### src/rtl/mac_out_deskew.sv
// Output collector for the 4x4 MAC array: re-aligns skewed per-row partial sums
// through row FIFOs, accumulates ACC_LEN vectors and hands 4x32 results downstream.
module mac_out_deskew #(
  parameter int DEPTH = 4
) (
  input  logic         CLK,
  input  logic         RSTN,
  input  logic [63:0]  IDATA,
  input  logic [3:0]   IVALID,
  input  logic [3:0]   ACC_LEN,
  input  logic         CLR,
  output logic [127:0] ODATA,
  output logic         OVALID,
  input  logic         OREADY,
  output logic [3:0]   ERR,
  output logic         BUSY
);

  localparam int AW = $clog2(DEPTH);

  logic [AW:0]    r_wptr [4];
  logic [AW:0]    r_rptr [4];
  logic [15:0]    r_mem  [4][DEPTH];
  logic [31:0]    r_acc  [4];
  logic [3:0]     r_cnt;
  logic [3:0]     r_len;
  logic [127:0]   r_odata;
  logic           r_ovalid;
  logic [3:0]     r_err;

  logic [3:0]     w_empty;
  logic [3:0]     w_full;
  logic [3:0]     w_push;
  logic [3:0]     w_drop;
  logic [3:0]     w_len;
  logic           w_last;
  logic           w_pop;
  logic [15:0]    w_head [4];
  logic [31:0]    w_sum  [4];

  // NOTE: every signal written in always_comb gets a default first, so no path
  // can leave it unassigned and infer a latch.
  always_comb begin
    w_empty = '0;
    w_full  = '0;
    for (int r = 0; r < 4; r++) begin
      w_empty[r] = (r_wptr[r] == r_rptr[r]);
      w_full[r]  = (r_wptr[r][AW-1:0] == r_rptr[r][AW-1:0]) &&
                   (r_wptr[r][AW] != r_rptr[r][AW]);
    end
  end

  // LEN is taken live from ACC_LEN on the first beat; 0 wraps to 15 => 16 beats.
  always_comb begin
    w_len  = (r_cnt == 4'd0) ? ACC_LEN : r_len;
    w_last = (r_cnt == (w_len - 4'd1));
    w_pop  = (&(~w_empty)) && !(w_last && r_ovalid && !OREADY);
  end

  always_comb begin
    w_push = '0;
    w_drop = '0;
    for (int r = 0; r < 4; r++) begin
      w_head[r] = r_mem[r][r_rptr[r][AW-1:0]];
      w_sum[r]  = ((r_cnt == 4'd0) ? 32'd0 : r_acc[r]) +
                  {{16{w_head[r][15]}}, w_head[r]};
      w_push[r] = !CLR && IVALID[r] && (!w_full[r] || w_pop);
      w_drop[r] = !CLR && IVALID[r] && w_full[r] && !w_pop;
    end
  end

  // NOTE: FIFO storage carries no reset; pointers alone define valid contents,
  // so a reset or flush only needs to clear the pointers.
  always_ff @(posedge CLK) begin
    for (int r = 0; r < 4; r++) begin
      if (w_push[r]) r_mem[r][r_wptr[r][AW-1:0]] <= IDATA[16*r +: 16];
    end
  end

  // NOTE: all state below updates with non-blocking assignments so every read
  // in this block sees the pre-edge value.
  always_ff @(posedge CLK or negedge RSTN) begin
    if (!RSTN) begin
      for (int r = 0; r < 4; r++) begin
        r_wptr[r] <= '0;
        r_rptr[r] <= '0;
        r_acc[r]  <= '0;
      end
      r_cnt    <= '0;
      r_len    <= '0;
      r_odata  <= '0;
      r_ovalid <= 1'b0;
      r_err    <= '0;
    end else if (CLR) begin
      for (int r = 0; r < 4; r++) begin
        r_wptr[r] <= '0;
        r_rptr[r] <= '0;
        r_acc[r]  <= '0;
      end
      r_cnt    <= '0;
      r_ovalid <= 1'b0;
      r_err    <= '0;
    end else begin
      for (int r = 0; r < 4; r++) begin
        if (w_push[r]) r_wptr[r] <= r_wptr[r] + 1'b1;
        if (w_pop)     r_rptr[r] <= r_rptr[r] + 1'b1;
        if (w_drop[r]) r_err[r]  <= 1'b1;
      end

      if (w_pop) begin
        if (r_cnt == 4'd0) r_len <= ACC_LEN;
        if (w_last) begin
          r_odata <= {w_sum[3], w_sum[2], w_sum[1], w_sum[0]};
          r_cnt   <= '0;
          for (int r = 0; r < 4; r++) r_acc[r] <= '0;
        end else begin
          r_cnt <= r_cnt + 4'd1;
          for (int r = 0; r < 4; r++) r_acc[r] <= w_sum[r];
        end
      end

      // A last-beat pop reloads the output in the same edge as a handshake.
      if (w_pop && w_last) r_ovalid <= 1'b1;
      else if (OREADY)     r_ovalid <= 1'b0;
    end
  end

  assign ODATA  = r_odata;
  assign OVALID = r_ovalid;
  assign ERR    = r_err;
  assign BUSY   = (|(~w_empty)) || (r_cnt != 4'd0);

endmodule
### config.mk
export PLATFORM = sky130hd
export DESIGN_NAME = mac_out_deskew
export DESIGN_NICKNAME = d
export VERILOG_FILES = /design/src/rtl/mac_out_deskew.sv
export SDC_FILE = /design/constraint.sdc
export NUM_CORES = 1
export LEC_CHECK = 0
export BUFFER_PORTS_ARGS = -buffer_cell sky130_fd_sc_hd__buf_2
export CAP_MARGIN = 20
export CORE_MARGIN = 10
export CORE_UTILIZATION = 50
export CTS_CLUSTER_DIAMETER = 40
export CTS_CLUSTER_SIZE = 16
export DETAILED_ROUTE_END_ITERATION = 7
export GPL_ROUTABILITY_DRIVEN = 0
export PLACE_DENSITY = 0.68
export SETUP_SLACK_MARGIN = 0.15
export SLEW_MARGIN = 5
export SYNTH_ARGS = -nofsm -noshare
export SYNTH_HDL_FRONTEND = slang
export SYNTH_SLANG_ARGS = --single-unit
### constraint.sdc
create_clock -name CLK -period 5.7 [get_ports CLK]
set_input_delay 0.57 -clock CLK [delete_from_list [all_inputs] [get_ports CLK]]
set_output_delay 0.57 -clock CLK [all_outputs]
set_load 0.1 [all_outputs]
==> metrics.csv <==
metric;value;unit
status;completed;
top-area cell type share of the netlist area;0.275;
crit path from;r_cnt[0]$_DFFE_PN0P_;
Synth Cell Area;27900;um^2
Net Sw Power;3.11;mW
number of synthesized flops with an enable pin;256;
sequential group share of total power;0.401;
Core ar.;55200;um^2
Max FO, Critical Path;43;
Worst Skew;25.1;ps
fin crit period;4900;ps
vias in the first global route;19100;
ANT nets after route;0;
gr usage total;0.193;
# resized after CTS;0;
final setup fails;0;
Final Hold Fails;0;
Power Dens Cells;337;nW/um^2
clock latency on the worst-skew pair;610;ps
Comb pwr share;0.123;
Seq/Total Area, Yosys;0.538;
main flop type after synthesis;dfrtp_1;
CTS Sinks;549;
element type at the critical path end;register;
Reg clk slew, reported paths;60;ps
Setup TNS Final;0;ps
Final HPWL DP;43.5;mm
first-pass GRT wire length;103;mm
Root Driver;clkbuf_16;
most common cell in the netlist;dfrtp_1;
worst vdd ir;0.294;mV
initial core utilization;0.506;
Residual DRC;0;
total of max-cap violations;0;
Leak;14.9;nW
fin. max-slew vios;0;
switching share of total power;0.283;
Slew HR;0.292;
share of total power in the clock network;0.476;
antenna cells;0;
Die Height;256;um
final net count;2660;
worst hold margin;58.9;ps
ranking of synthesized cells by area;edfxtp_1 28%, dfrtp_1 26%, ha_1 6.5%;
Internal Dissipation;7.89;mW
final cell count without fillers;3248;
Unique masters post-synth;71;
synth cell count leaders;293 x dfrtp_1, 256 x edfxtp_1, 146 x ha_1, 142 x and2_1, 128 x nand2_1;
Setup Fix Bufs, Post-CTS;0;
Post-Synthesis Cells;2214;
crit path DAT;5390;ps
FILL cells;4377;
Rows;86;
CTS max path bufs;3;
CTS tree;yes;
RSZ-0062 raised after global routing;false;
DR WL/cell;19.8;um
Synth async-reset ratio;0.534;
Iteration-0 DRC Markers;921;
Max Freq;204;MHz
Synthesized Nets;2440;
vias per cell;5.69;
Startpoint Class;register;
cell taking the most area after synthesis;edfxtp_1;
Crit path required time;6190;ps
kind of critical path;reg -> reg;
Die Area;65700;um^2
Seq cells post-synth;549;
worst-margin pin slew;1060;ps
iteration count of the initial detailed-routing pass;5;
Layout area overhead;17.0;%
Inserted Clock Buffers;83;
final core utilization;0.592;
io pins;210;
drt total wl;64.2;mm
share of layout cells above drive strength 1;0.237;
Hold Path Class;in -> async;
largest net degree at the start of global routing;115;
Final period util;0.859;
port bufs;209;
Via Count;18500;
Synth Warn #;0;
Die Width;256;um
FF-to-FF Start;r_cnt[0]$_DFFE_PN0P_;
initial antenna violation count;7;
Post-CTS Hold Buffers;0;
gr ovfl total;0;
Cells after DPL;3097;
synthesized area per cell;12.6;um^2
htree depth;3;
## metrics by stage
step	total power, mW	cell area [um^2]	worst slack (ps)
floorplan	5.49	27900	1220
global placement	5.82	29800	1040
detailed placement	5.85	29800	810
CTS	11.1	32700	755
global route	11.4	32700	384
finish	11.0	32700	803
## registers in the layout, indices dropped and copies added (netlist names)
register,count
r_mem,256
ODATA,128
r_acc,128
r_rptr,12
r_wptr,12
ERR,4
r_cnt,4
r_len,4
OVALID,1
## power groups by stage
stage / Sequential [mW] / Combinational [mW] / Clock (mW)
floorplan: 5.02 / 0.467 / 0
CTS: 4.41 / 1.37 / 5.34
detailed placement: 4.48 / 1.37 / 0
global placement: 4.47 / 1.35 / 0
finish: 4.41 / 1.36 / 5.24
global route: 4.42 / 1.45 / 5.52
## cells by family (layout without fill, tap and decap cells)
| kind of cell | after synthesis | in the layout | share of synthesized area |
|---|---|---|---|
| mux | 189 | 189 | 0.102 |
| fa+ha+maj | 150 | 150 | 0.0683 |
| simple gates | 519 | 519 | 0.0943 |
| buf+inv | 146 | 432 | 0.0206 |
| compound gates | 526 | 526 | 0.134 |
| xor+xnor | 135 | 135 | 0.0424 |
| flops | 549 | 549 | 0.538 |
## final timing paths
kind                                          endpoint  slack (ps)  cells after the start
min in group CLK                r_mem[3][59]$_DFFE_PP_         170                      1
worst max-delay path            ODATA[125]$_DFFE_PN0P_         800                     15
max in group asynchronous        ODATA[88]$_DFFE_PN0P_        4410                      2
worst max register to register  ODATA[125]$_DFFE_PN0P_         800                     15
worst min-delay path             ODATA[17]$_DFFE_PN0P_          60                      1
worst min register to register   r_acc[77]$_DFFE_PN0P_         470                      2
## final cells by class
| type | instances | area (um^2) | share of cell area |
|---|---|---|---|
| Inverter | 44 | 165 | 0.00506 |
| Clock buffer | 95 | 2270 | 0.0694 |
| Clock inverter | 56 | 637 | 0.0195 |
| Tap cell | 748 | 936 | 0.0287 |
| Multi-Input combinational cell | 1519 | 12400 | 0.378 |
| Sequential cell | 549 | 15000 | 0.460 |
| Timing Repair Buffer | 237 | 1280 | 0.0391 |
## layer usage
metal / vias up / track usage / wire [um]
met5: - / 0 / 69
met2: 436 / 0.320 / 30800
li1: 8716 / - / -
met4: 12 / 0.0645 / 1510
met1: 9206 / 0.249 / 28400
met3: 108 / 0.0405 / 3490
## cell usage in the layout (no fill, tap or decap), types with 6 or more instances in the layout
| cell | synthesis | layout |
|---|---|---|
| inv_6 | 0 | 17 |
| ha_1 | 146 | 146 |
| mux2i_1 | 13 | 13 |
| clkbuf_16 | 0 | 88 |
| or3_1 | 6 | 6 |
| nand3_1 | 31 | 30 |
| a211oi_1 | 12 | 12 |
| inv_8 | 0 | 8 |
| nand2b_1 | 19 | 19 |
| xnor2_1 | 93 | 93 |
| o21a_1 | 22 | 22 |
| and3_1 | 13 | 12 |
| o31ai_1 | 7 | 7 |
| a31oi_1 | 14 | 14 |
| mux2_2 | 110 | 110 |
| nand2_1 | 128 | 128 |
| a21o_1 | 78 | 78 |
| or2_2 | 6 | 6 |
| buf_4 | 0 | 27 |
| nor2_1 | 102 | 101 |
| o211ai_1 | 12 | 12 |
| nor3_1 | 32 | 28 |
| clkinvlp_4 | 0 | 6 |
| inv_1 | 44 | 44 |
| o21bai_1 | 17 | 17 |
| bufinv_16 | 0 | 7 |
| and2_1 | 142 | 141 |
| edfxtp_1 | 256 | 256 |
| mux4_2 | 66 | 66 |
| a22o_1 | 112 | 112 |
| o21ai_0 | 74 | 74 |
| buf_2 | 21 | 208 |
| xor2_1 | 42 | 42 |
| clkinv_2 | 0 | 10 |
| a21oi_1 | 116 | 116 |
| nor2b_1 | 10 | 10 |
| dfrtp_1 | 293 | 293 |
| nand4_1 | 6 | 6 |
## critical path, cell delays in order, from the launching register on
cell	delay (ps)
dfrtp_1	430
inv_1	120
ha_1	240
or3b_4	590
buf_4	420
and2_1	230
ha_1	260
a211oi_1	360
o311ai_0	250
a21oi_1	390
o21a_1	260
o21ai_0	210
a211oi_1	410
o21ai_0	160
xnor2_1	160
mux2_2	270
Power figures use the tool's default switching activity.
